$ cat src/rtl/regfile_write_arbiter.sv
`default_nettype none
// ============================================================================
//  Module      : regfile_write_arbiter
//  Description : Two-requester register-file write arbiter (round-robin or
//                fixed priority) with a registered write port and a busy
//                scoreboard for read-port hazard queries.
//  Revision    : 1.0 - initial release
// ============================================================================
module regfile_write_arbiter #(
    parameter int RR_ENABLE = 1
) (
    input  logic        clk,
    input  logic        reset,
    input  logic        req0_valid,
    input  logic [4:0]  req0_reg,
    input  logic [31:0] req0_data,
    input  logic        req1_valid,
    input  logic [4:0]  req1_reg,
    input  logic [31:0] req1_data,
    output logic        req0_ready,
    output logic        req1_ready,
    output logic        rf_write_enable,
    output logic [4:0]  rf_write_reg,
    output logic [31:0] rf_write_data,
    input  logic        rsv_valid,
    input  logic [4:0]  rsv_reg,
    input  logic [4:0]  chk_reg1,
    input  logic [4:0]  chk_reg2,
    output logic        chk_busy1,
    output logic        chk_busy2,
    output logic [5:0]  pending_count
);

    localparam logic [31:0] c_x0_mask = 32'd1;

    logic        r_last_grant;
    logic        r_we;
    logic [4:0]  r_wreg;
    logic [31:0] r_wdata;
    logic [31:0] r_busy;

    logic        w_grant0;
    logic        w_grant1;
    logic        w_xfer;
    logic [4:0]  w_xfer_reg;
    logic [31:0] w_xfer_data;
    logic [31:0] w_set_mask;
    logic [31:0] w_clr_mask;
    logic [5:0]  w_pending;

    // Grants are gated by reset so both readies drop the moment reset asserts.
    always_comb begin
        w_grant0 = 1'b0;
        w_grant1 = 1'b0;
        if (reset) begin
            if (req0_valid && req1_valid) begin
                if (RR_ENABLE != 0) begin
                    w_grant0 = r_last_grant;
                    w_grant1 = ~r_last_grant;
                end else begin
                    w_grant0 = 1'b1;
                end
            end else begin
                w_grant0 = req0_valid;
                w_grant1 = req1_valid;
            end
        end
    end

    assign w_xfer      = w_grant0 | w_grant1;
    assign w_xfer_reg  = w_grant1 ? req1_reg  : req0_reg;
    assign w_xfer_data = w_grant1 ? req1_data : req0_data;

    always_ff @(posedge clk or negedge reset) begin
        if (!reset) begin
            r_last_grant <= 1'b1;
            r_we         <= 1'b0;
            r_wreg       <= 5'd0;
            r_wdata      <= 32'd0;
        end else begin
            if (w_xfer) begin
                r_last_grant <= w_grant1;
            end
            // x0 writes complete the handshake but never reach the port.
            r_we <= w_xfer && (w_xfer_reg != 5'd0);
            if (w_xfer && (w_xfer_reg != 5'd0)) begin
                r_wreg  <= w_xfer_reg;
                r_wdata <= w_xfer_data;
            end
        end
    end

    // Set is applied after clear so a same-edge reservation keeps the bit busy.
    assign w_clr_mask = w_xfer    ? (32'd1 << w_xfer_reg) : 32'd0;
    assign w_set_mask = rsv_valid ? (32'd1 << rsv_reg)    : 32'd0;

    always_ff @(posedge clk or negedge reset) begin
        if (!reset) begin
            r_busy <= 32'd0;
        end else begin
            r_busy <= ((r_busy & ~w_clr_mask) | w_set_mask) & ~c_x0_mask;
        end
    end

    always_comb begin
        w_pending = 6'd0;
        for (int i = 0; i < 32; i++) begin
            w_pending = w_pending + {5'd0, r_busy[i]};
        end
    end

    assign req0_ready      = w_grant0;
    assign req1_ready      = w_grant1;
    assign rf_write_enable = r_we;
    assign rf_write_reg    = r_wreg;
    assign rf_write_data   = r_wdata;
    assign chk_busy1       = r_busy[chk_reg1];
    assign chk_busy2       = r_busy[chk_reg2];
    assign pending_count   = w_pending;

endmodule
`default_nettype wire

$ cat config.mk
export PLATFORM = sky130hd
export DESIGN_NAME = regfile_write_arbiter
export DESIGN_NICKNAME = d
export VERILOG_FILES = /design/src/rtl/regfile_write_arbiter.sv
export SDC_FILE = /design/constraint.sdc
export NUM_CORES = 1
export LEC_CHECK = 0
export ABC_CLOCK_PERIOD_IN_PS = 14400
export BUFFER_PORTS_ARGS = -buffer_cell sky130_fd_sc_hd__buf_2
export CORE_MARGIN = 8
export CORE_UTILIZATION = 50
export DETAILED_ROUTE_END_ITERATION = 6
export PLACE_DENSITY = 0.75
export SYNTH_ARGS = -nofsm -noshare
export SYNTH_HDL_FRONTEND = slang
export SYNTH_SLANG_ARGS = --single-unit
export TNS_END_PERCENT = 30
$ cat constraint.sdc
create_clock -name clk -period 14.4 [get_ports clk]
set_input_delay 0 -clock clk [delete_from_list [all_inputs] [get_ports clk]]
set_output_delay 0 -clock clk [all_outputs]
set_load 0.01 [all_outputs]
# After elaboration in Yosys (flattened, before gate mapping)
# Cells that the tools add are included.
# word_totals
ff_bits	70
latchBits	0
ramBits	0
romBits	0
in_bits	94
out_inout_bits	48
wordCells	59
mem_count	0
# op_classes
add_sub_neg	30
n_mul	0
n_div	0
n_lt_le_gt_ge	2
eq_ne	0
shift	2
mux	12
bitwise_logic	5
n_reduce_logical	3
# ops
operator	n
adder 6 x 1 -> 6 bit	25
2-to-1 mux 32 bit	3
left shift 1 x 5 -> 32 bit (first input constant)	2
bitwise AND 32 bit	1
NOT 32 bit	1
OR 32 bit	1
less-than comparator 5 x 6 -> 1 bit (second input constant)	2
binary-select mux 1 bit (select 5 bit)	2
adder 5 x 1 -> 6 bit	1
2-to-1 mux 1 bit	6
adder 4 x 1 -> 5 bit	1
2-to-1 mux 5 bit	1
nonzero test 5 bit	1
adder 3 x 1 -> 4 bit	1
adder 2 x 1 -> 3 bit	1
adder 1 x 1 -> 2 bit	1
logical AND 1 bit	2
NOT 1 bit	1
OR 1 bit	1

# Longest topological paths before layout
# Gate-level depths: netlist of the first run.
# logic_depth
word_depth	30
depth_mapped	16
mapped_depth_nobuf	16

# Least setup slack after synthesis of the first run
# OpenSTA, ideal clock, no wires.
# synth_timing
kind	reg2out
from	reg r_busy[18]
to	out pending_count[4]
t_arrival_ns	4.821
t_required_ns	14.400
path_slack_ns	9.579
path_stages_with_launch	16
n_path_buf	0
cell_sequence	dfrtp_1 fa_1 inv_1 fa_1 inv_1 fa_1 inv_1 fa_1 fa_1 fa_1 inv_1 fa_1 fa_1 a21o_1 a21oi_1 xnor2_1
# synth_between
elab_chain_cells	14
# synth_rtl
item	line_no	text
from (decl)	40	logic [31:0] r_busy;
from (signal assigned)	101	r_busy <= ((r_busy & ~w_clr_mask) | w_set_mask) & ~c_x0_mask;
adder 6 x 1 -> 6 bit (14 in series)	108	w_pending = w_pending + {5'd0, r_busy[i]};
to (decl)	31	output logic [5:0] pending_count
# No other way between the ends.

# Final worst setup path of the first run
# Same ends and word-level chain as after synthesis.

==> reports/summary.txt, run 1 <==
Run status: finished clean
Nets: 734
Reg-to-Reg Start: r_last_grant
Vias in the first global route: 4736
Die H: 118 um
FFs w/ async S/R, synth: 100%
Std-Cell Core Area: 10200 um^2
Fin crit period: 5.49 ns
Initial Util: 50.7%
DRT iter0 DRCs: 308
Critical-path cell list: fa_1, inv_1, fa_1, inv_1, fa_1, inv_1, fa_1, fa_1, fa_1, inv_1, fa_1, fa_1, a21o_1, a21oi_1, xnor2_1, buf_2
CP endpoint: pending_count[4]
Multi-input logic area: 3070 um^2
Area grow syn2layout: 19.1%
Ports: 142
Reg2Reg Setup Slack: 11.78 ns
Synthesized flop and latch total: 70
DRT Pass-1 Iters: 5
Hold crit path type: in2reg
Slowest cell on the critical path: fa_1
TritonCTS clock tree: yes
Critical Path Sink Type: output port
R2R depth: 5
Die Wd: 118 um
DP HPWL: 12000 um
Commonest non-fill, non-tap cells in the layout: 140 x buf_2, 69 x dfrtp_1, 58 x inv_1
Final setup violation count: 0
CTS buffer count: 9
Required @ worst endpoint: 14.40 ns
Max reg flops: 32
Startpoint Class: flop
Post-synth cell types: 52
Slew Limit Fails: 0
Setup TNS: 0 ns
# DRC: 0
CTS sink count: 70
Cts-stage hold buffer count: 2
Syn nets: 603
Largest net degree at the start of global routing: 61
Most common library cell in the layout ignoring fill and taps: buf_2
Final period util: 38.1%
WP buf/inv: 5
Critical Path Fanout Max: 4
Worst path depth: 16
Global-route wire length before repair: 24300 um
Clk pin slew, worst setup/hold paths: 0.08 ns
Initial antenna violation count: 0
Total track usage: 21.6%
Worst Skew: 0.00690 ns
Worst slew margin: 15.5%
RSZ-0062 raised after global routing: no
Max Cap Violations: 0
Delay-heaviest family, CP: adder cells
Post-synthesis cell count: 479
Post-Syn Area: 5170 um^2
GRT overflow: 0
Post-CTS sizing: 0
DR WL/cell: 20.2 um
Total wire length: 15100 um
Final hold violations: 0
Gpl congestion: 0.954
Antenna Cells: 0
Slew @ Worst Pin: 1.27 ns
Clock root buffer: clkbuf_8
Slowest cell delay on critical path: 0.56 ns
CP Data Arrival Time: 5.49 ns
Post-synth EDFFs: 0
# rows: 37
Via count: 4410
CP startpoint: r_busy[18]
Vias/cell: 5.87
Clock Path Buffers: 2
H-tree level count: 3
Storage element area: 1750 um^2
Post-CTS Setup Bufs: 0
Share of cells above drive strength 1: 40.0%
Port bufs: 141
Critical R2R Capture: rf_write_data[31]
Avg Cell Area, Syn: 10.8 um^2
Most used DFF post-synth: dfrtp_1
Clk Latency, worst-skew pair: 0.35 ns
Fin util: 60.4%
FILL cells: 903
Die area: 13800 um^2
Synth warnings: 0
Critical setup path kind: reg2out
Most Frequent Cell on Critical Path: fa_1
Register area share after synthesis: 33.9%
Fmax: 182 MHz
Antenna viol nets, final: 0
==> tightest hold or removal path: cells and delay by family <==
family / cells / cell delay, ns
buf+inv: 1 / 0.07
mux: 2 / 0.25
==> layout make-up <==
cell class                 count  area share, %
multi-input combinational    324           49.8
sequential                    70           28.5
timing repair buffer         147           12.3
inverter                      58           3.54
tap                          136           2.76
clock buffer                   9           2.01
clock inverter                 7           1.06
==> layer usage <==
layer / share of wire (%) / track usage, % / vias to the layer above
met5: 0 / 0 / -
met4: 2.4 / 8.65 / 0
met2: 47 / 35.1 / 257
met1: 41 / 26.4 / 2108
li1: - / - / 2011
met3: 9.8 / 6.52 / 34
==> per-stage QoR <==
stage          hold WS (ns)  instances  cell area (um^2)  worst slack (ns)
2_1_floorplan        -0.296        479              5170              9.58
3_3_place_gp        0.00842        733              5950              9.36
3_5_place_dp         0.0181        733              5950              9.28
4_1_cts            0.000500        751              6150              8.90
5_1_grt            0.000100        751              6150              8.68
6_report             0.0106        751              6150              8.91
==> synthesized netlist by cell type, types with 5 or more instances <==
cell / instances / area (um^2)
a2111o_1: 6 / 67.6
a211o_1: 9 / 78.8
a211oi_1: 32 / 240
a21oi_1: 6 / 30.0
buf_2: 5 / 25.0
clkbuf_1: 15 / 56.3
dfrtp_1: 69 / 1730
fa_1: 23 / 460
ha_1: 7 / 87.6
inv_1: 58 / 218
mux2_2: 57 / 642
mux2_4: 15 / 225
mux2i_1: 14 / 140
mux4_2: 6 / 135
nand2_1: 22 / 82.6
nand2b_1: 10 / 62.6
nand3_1: 6 / 30.0
nand4_1: 18 / 113
nor2_1: 7 / 26.3
nor2b_1: 13 / 81.3
o21ai_0: 10 / 50.1
o22ai_1: 20 / 125
==> how the worst min path moves through the flow <==
stage | from | end | slack [ns] | cells after the start
after detailed placement | reset | rf_write_data[25] | 0.02 | 1
after global routing | req1_data[30] | rf_write_data[30] | 0.0001 | 3
after global placement | reset | rf_write_data[25] | 0.008 | 1
after CTS | req1_data[7] | rf_write_data[7] | 0.0005 | 3
final | req0_data[28] | rf_write_data[28] | 0.01 | 3
after floorplan | reset | r_busy[10] | -0.30 | 0
==> cell families after synthesis <==
group,after synthesis,share of synthesized area [%]
simple gates,88,9.35
buf+inv,85,6.73
compound gates,111,16.8
flops,70,33.9
mux,92,22.1
fa+ha+maj,30,10.6
xor+xnor,3,0.509
Power of run 1 is not shown: default switching activity piles up to over one toggle a cycle in this logic, so the estimate is an artifact.
==> run 2: changes to the inputs <==
ABC_CLOCK_PERIOD_IN_PS = 5400   (was 14400)
clock period = 5.4 ns   (was 14.4 ns; I/O delays follow)
==> run 2 against run 1 <==
Compared with the run above: worst setup slack worse by 8.7 ns; critical endpoint unchanged; register-to-register slack worse by 9.4 ns; clock skew is 0.0045 ns higher; flip-flop and latch count stayed put; cell count is 3.7% higher; non-clock buffer count is 28 higher; count of clock-buffer cells in the layout is 2 higher; die area stayed put; via count is 3.7% higher; critical path depth stayed put.
==> reports/summary.txt, run 2 (synthesis gave the netlist of run 1 again) <==
Worst slew margin: 12.0% (-3.6 points)
Via count: 4572 (+3.7%)
Total track usage: 22.8% (+1.2 points)
Critical Path Fanout Max: 4 (unchanged)
Max reg flops: 32 (unchanged)
Largest net degree at the start of global routing: 56 (-8.2%)
Run status: finished clean
Hold crit path type: in2reg
Initial antenna violation count: 0 (unchanged)
Critical setup path kind: reg2out
CP Data Arrival Time: 5.22 ns (-0.27 ns)
DRT iter0 DRCs: 483 (+57%)
Fin util: 63.8% (+3.4 points)
Antenna viol nets, final: 0 (unchanged)
Ports: 142 (unchanged)
Vias in the first global route: 4864 (+2.7%)
DP HPWL: 11800 um (-2.1%)
Worst setup margin: 0.180 ns (-8.73 ns)
GRT overflow: 0 (unchanged)
DR WL/cell: 20.0 um (-0.97%)
CTS sink count: 70 (unchanged)
Final period util: 96.7%
RSZ-0062 raised after global routing: yes
Clk Latency, worst-skew pair: 0.35 ns (about the same)
Most common library cell in the layout ignoring fill and taps: buf_2
Required @ worst endpoint: 5.40 ns (-9.00 ns)
Final hold violations: 0 (unchanged)
Die H: 118 um (unchanged)
Pre-CTS WS: 0.337 ns (-8.94 ns)
# DRC: 0 (unchanged)
Final setup violation count: 0 (unchanged)
Share of cells above drive strength 1: 39.2% (-0.81 points)
Reg2Reg Setup Slack: 2.34 ns (-9.44 ns)
Startpoint Class: flop
Die Wd: 118 um (unchanged)
Worst Hold Margin: 0.0213 ns (+0.0107 ns)
Worst Skew: 0.0114 ns (+0.00450 ns)
Global-route wire length before repair: 25500 um (+4.7%)
Initial Util: 50.7% (unchanged)
Total wire length: 15600 um (+2.7%)
Port bufs: 141 (unchanged)
TritonCTS clock tree: yes
Clock Path Buffers: 2 (unchanged)
Slew @ Worst Pin: 1.32 ns (+0.0537 ns)
Max Cap Violations: 0 (unchanged)
Slew Limit Fails: 0 (unchanged)
Die area: 13800 um^2 (unchanged)
Std-Cell Core Area: 10200 um^2 (unchanged)
CTS buffer count: 9 (unchanged)
Nets: 762 (+3.8%)
Fin crit period: 5.22 ns
Fmax: 192 MHz
Gpl congestion: 0.994 (+4.2%)
Vias/cell: 5.87 (about the same)
# rows: 37 (unchanged)
Area grow syn2layout: 25.7%
Commonest non-fill, non-tap cells in the layout: 140 x buf_2, 69 x dfrtp_1, 57 x mux2_2
Clk pin slew, worst setup/hold paths: 0.07 ns (about the same)
Critical Path Sink Type: output port
DRT Pass-1 Iters: 5 (unchanged)
Antenna Cells: 0 (unchanged)
H-tree level count: 3 (unchanged)
Clock root buffer: clkbuf_8
run 2: critical path, stage by stage, from the launching register on:
cell	delay (ns)
dfrtp_1	0.42
fa_1	0.56
inv_2	0.04
fa_1	0.47
inv_1	0.05
fa_1	0.50
inv_1	0.05
fa_1	0.46
fa_1	0.48
fa_1	0.49
inv_1	0.05
fa_2	0.35
fa_2	0.35
a21o_1	0.20
a21oi_2	0.15
xnor2_1	0.12
buf_2	0.14
run 2: final timing paths:
check	from	to	cells past startpoint
setup / recovery	r_busy[18]	pending_count[4]	16
hold / removal	req1_data[7]	rf_write_data[7]	3
setup reg to reg	r_last_grant	rf_write_data[14]	7
hold reg to reg	r_last_grant	r_last_grant	2
max in group asynchronous	reset	r_busy[18]	3
min in group asynchronous	reset	rf_write_data[27]	2
run 2: metrics by stage:
stage          area (um^2)  cells  setup TNS [ns]
2_1_floorplan         5170    479               0
3_3_place_gp          5950    733               0
3_5_place_dp          5950    733               0
4_1_cts               6480    777               0
5_1_grt               6500    779         -0.0525
6_report              6500    779               0
run 2: area by class of cell:
type	instances	area, um^2
well taps	136	170
flip-flops and latches	70	1750
inverters	58	218
multi-input cells	324	3080
repair buffers	175	1030
clock inverters	5	106
fillers	805	3690
clock buffers	11	141
run 2: metal layers:
metal / vias to the layer above / routed length, um / global-route usage (%) / part of all wire (%)
met5: - / 0 / 0 / 0
met4: 0 / 562 / 10.7 / 3.6
met3: 40 / 1380 / 6.14 / 8.9
met2: 246 / 7260 / 36.6 / 47
met1: 2214 / 6350 / 28.1 / 41
li1: 2072 / - / - / -
run 2: repair_timing:
| action | 4_1_cts | 5_1_grt |
|---|---|---|
| pin swaps | 0 | 4 |
| buffers inserted | 0 | 2 |
| hold buffers | 28 | 0 |
| setup endpoints to repair | 1 | 1 |
| hold endpoints to repair | 42 | 0 |
| gates resized for setup | 1 | 4 |
Power of run 2 is left out for the same reason.
==> run 3: changes to the inputs <==
ABC_AREA = 1   (was default)
PLACE_DENSITY = 0.81   (was 0.75)
==> run 3 against run 2 <==
Compared with the run above: non-clock buffer count increased by 34; worst setup slack improved by 0.0072 ns; critical path depth increased by 1.
==> reports/summary.txt, run 3 <==
GRT overflow: 0 (unchanged)
WP buf/inv: 5 (unchanged)
Final hold violations: 0 (unchanged)
Total wire length: 17000 um (+9.3%)
FILL cells: 861 (+7.0%)
Die area: 13800 um^2 (-0.17%)
Slowest cell delay on critical path: 0.54 ns (-0.02 ns)
Fmax: 192 MHz (+0.14%)
Most used DFF post-synth: dfrtp_1
Nets: 1058 (+39%)
Fin crit period: 5.21 ns (-0.00722 ns)
Gpl congestion: 0.898 (-9.7%)
Critical setup path kind: reg2out
Run status: finished clean
Slowest cell on the critical path: fa_1
RSZ-0062 raised after global routing: no
Critical-path cell list: fa_1, inv_1, fa_1, inv_1, fa_1, inv_1, fa_1, fa_1, fa_1, inv_1, fa_2, fa_2, a21oi_2, nor2_1, nor2_1, xnor2_1, buf_2
Reg2Reg Setup Slack: 2.37 ns (+0.03 ns)
Final setup violation count: 0 (unchanged)
CTS sink count: 70 (unchanged)
Setup TNS: 0 ns (unchanged)
Hold crit path type: in2reg
FFs w/ async S/R, synth: 100% (unchanged)
Die H: 118 um (about the same)
Post-synth EDFFs: 0 (unchanged)
# DRC: 0 (unchanged)
Startpoint Class: flop
Area grow syn2layout: 30.3%
Reg-to-Reg Start: r_last_grant
Vias in the first global route: 5800 (+19%)
Critical Path Fanout Max: 2 (-2)
Register area share after synthesis: 34.0% (+0.066 points)
Most common library cell in the layout ignoring fill and taps: nand2_1
DRT Pass-1 Iters: 5 (unchanged)
Yosys top cell area share: 33.5% (+0.065 points)
Post-Syn Area: 5160 um^2 (-0.19%)
Post-synth cell types: 33 (-37%)
Ports: 142 (unchanged)
Global-route wire length before repair: 28400 um (+11%)
Max reg flops: 32 (unchanged)
TritonCTS clock tree: yes
H-tree level count: 3 (unchanged)
Vias/cell: 5.35 (-8.8%)
Area contributors post-synth: dfrtp_1 33%, nand2_1 24%, nand3_1 14%
Most Frequent Cell on Critical Path: fa_1
Antenna Cells: 0 (unchanged)
Slew @ Worst Pin: 0.993 ns (-0.328 ns)
Hold Path Sink: r_last_grant
Fin util: 66.0% (+2.2 points)
Clk pin slew, worst setup/hold paths: 0.07 ns (about the same)
Commonest non-fill, non-tap cells in the layout: 325 x nand2_1, 147 x nand3_1, 141 x buf_2
Critical Path Sink Type: output port
Synth warnings: 0 (unchanged)
DP HPWL: 11400 um (-3.4%)
Largest net degree at the start of global routing: 72 (+29%)
Post-synthesis cell count: 753 (+57%)
CTS buffer count: 9 (unchanged)
Share of cells above drive strength 1: 20.8% (-18 points)
CP Data Arrival Time: 5.21 ns (about the same)
Hold wc startpoint: req1_valid
Top-count cell post-synth: nand2_1
Slew Limit Fails: 0 (unchanged)
Initial Util: 50.6% (-0.098 points)
DRT iter0 DRCs: 523 (+8.3%)
Total track usage: 24.8% (+1.9 points)
Clk Latency, worst-skew pair: 0.35 ns (about the same)
Die Wd: 118 um (about the same)
Synth cell count leaders: 325 x nand2_1, 147 x nand3_1, 69 x dfrtp_1
Syn nets: 877 (+45%)
Worst Hold Path Cells: 3 (unchanged)
Final period util: 96.5% (-0.13 points)
Worst Skew: 0.00596 ns (-0.00545 ns)
Port bufs: 141 (unchanged)
DR WL/cell: 15.8 um (-21%)
R2R depth: 9 (+2)
Critical R2R Capture: rf_write_data[31]
Via count: 5752 (+26%)
# rows: 37 (unchanged)
Worst Hold Margin: 0.0260 ns (+0.00465 ns)
Antenna viol nets, final: 0 (unchanged)
Initial antenna violation count: 0 (unchanged)
Clock Path Buffers: 2 (unchanged)
Worst slew margin: 33.6% (+22 points)
Required @ worst endpoint: 5.40 ns (about the same)
Synthesized flop and latch total: 70 (unchanged)
Std-Cell Core Area: 10200 um^2 (unchanged)
Delay-heaviest family, CP: adder cells
Clock root buffer: clkbuf_8
Post-synth top area cell: dfrtp_1
Max Cap Violations: 0 (unchanged)
Avg Cell Area, Syn: 6.85 um^2 (-37%)
## run 3: layout make-up
class | count | area (um^2) | share of cell area, %
flip-flops and latches | 70 | 1750 | 26.1
well taps | 136 | 170 | 2.53
repair buffers | 209 | 1360 | 20.3
clock inverters | 4 | 70.1 | 1.04
multi-input cells | 570 | 2940 | 43.8
inverters | 74 | 279 | 4.15
clock buffers | 12 | 145 | 2.16
## run 3: metrics by stage
step                      worst slack, ns  area [um^2]  instances
after floorplan                     0.628         5160        753
after global placement              0.401         5860        993
after detailed placement            0.308         5860        993
after CTS                          0.0277         6680       1071
after global routing              0.00427         6720       1075
final                               0.187         6720       1075
## run 3: worst reg2reg max path: cells and delay by family (launching register included)
family	cells	cell delay, ns
flops	1	0.54
buf+inv	3	1.15
simple gates	6	1.27
## run 3: kinds of logic (layout without fill, tap and decap cells)
group | count (synthesis) | after routing | share of synthesized area (%)
AOI/OAI and AO/OA | 14 | 14 | 1.58
xor gates and xnor gates | 3 | 3 | 0.510
adders and majority gates | 30 | 30 | 10.6
buffers and inverters | 113 | 299 | 9.15
DFF | 70 | 70 | 34.0
and+or+nand+nor | 523 | 523 | 44.2
## run 3: how the worst max path moves through the flow
| stage | from | endpoint | slack (ns) | cells after the start |
|---|---|---|---|---|
| 3_5_place_dp | r_busy[24] | pending_count[4] | 0.31 | 17 |
| 4_1_cts | r_busy[18] | pending_count[4] | 0.03 | 17 |
| 6_report | r_busy[18] | pending_count[4] | 0.19 | 17 |
| 3_3_place_gp | r_busy[24] | pending_count[4] | 0.40 | 17 |
| 2_1_floorplan | r_busy[18] | pending_count[4] | 0.63 | 16 |
| 5_1_grt | r_busy[18] | pending_count[4] | 0.004 | 17 |
## run 3: per-layer routing
| metal | wire length (um) | track usage (%) | share of wire, % | up-vias |
|---|---|---|---|---|
| li1 | - | - | - | 2720 |
| met1 | 6570 | 29.2 | 39 | 2677 |
| met2 | 8180 | 41.1 | 48 | 313 |
| met3 | 1750 | 7.24 | 10 | 42 |
| met4 | 499 | 11.1 | 2.9 | 0 |
| met5 | 0 | 0 | 0 | - |
## run 3: timing repair
action | in CTS | in global routing
resized for setup | 1 | 2
cloned | 0 | 0
hold endpoints to repair | 100 | 0
setup buffers | 4 | 4
hold buffers | 58 | 0
endpoints found under the setup margin | 1 | 1
pin swaps | 0 | 5
Power of run 3 is left out for the same reason.
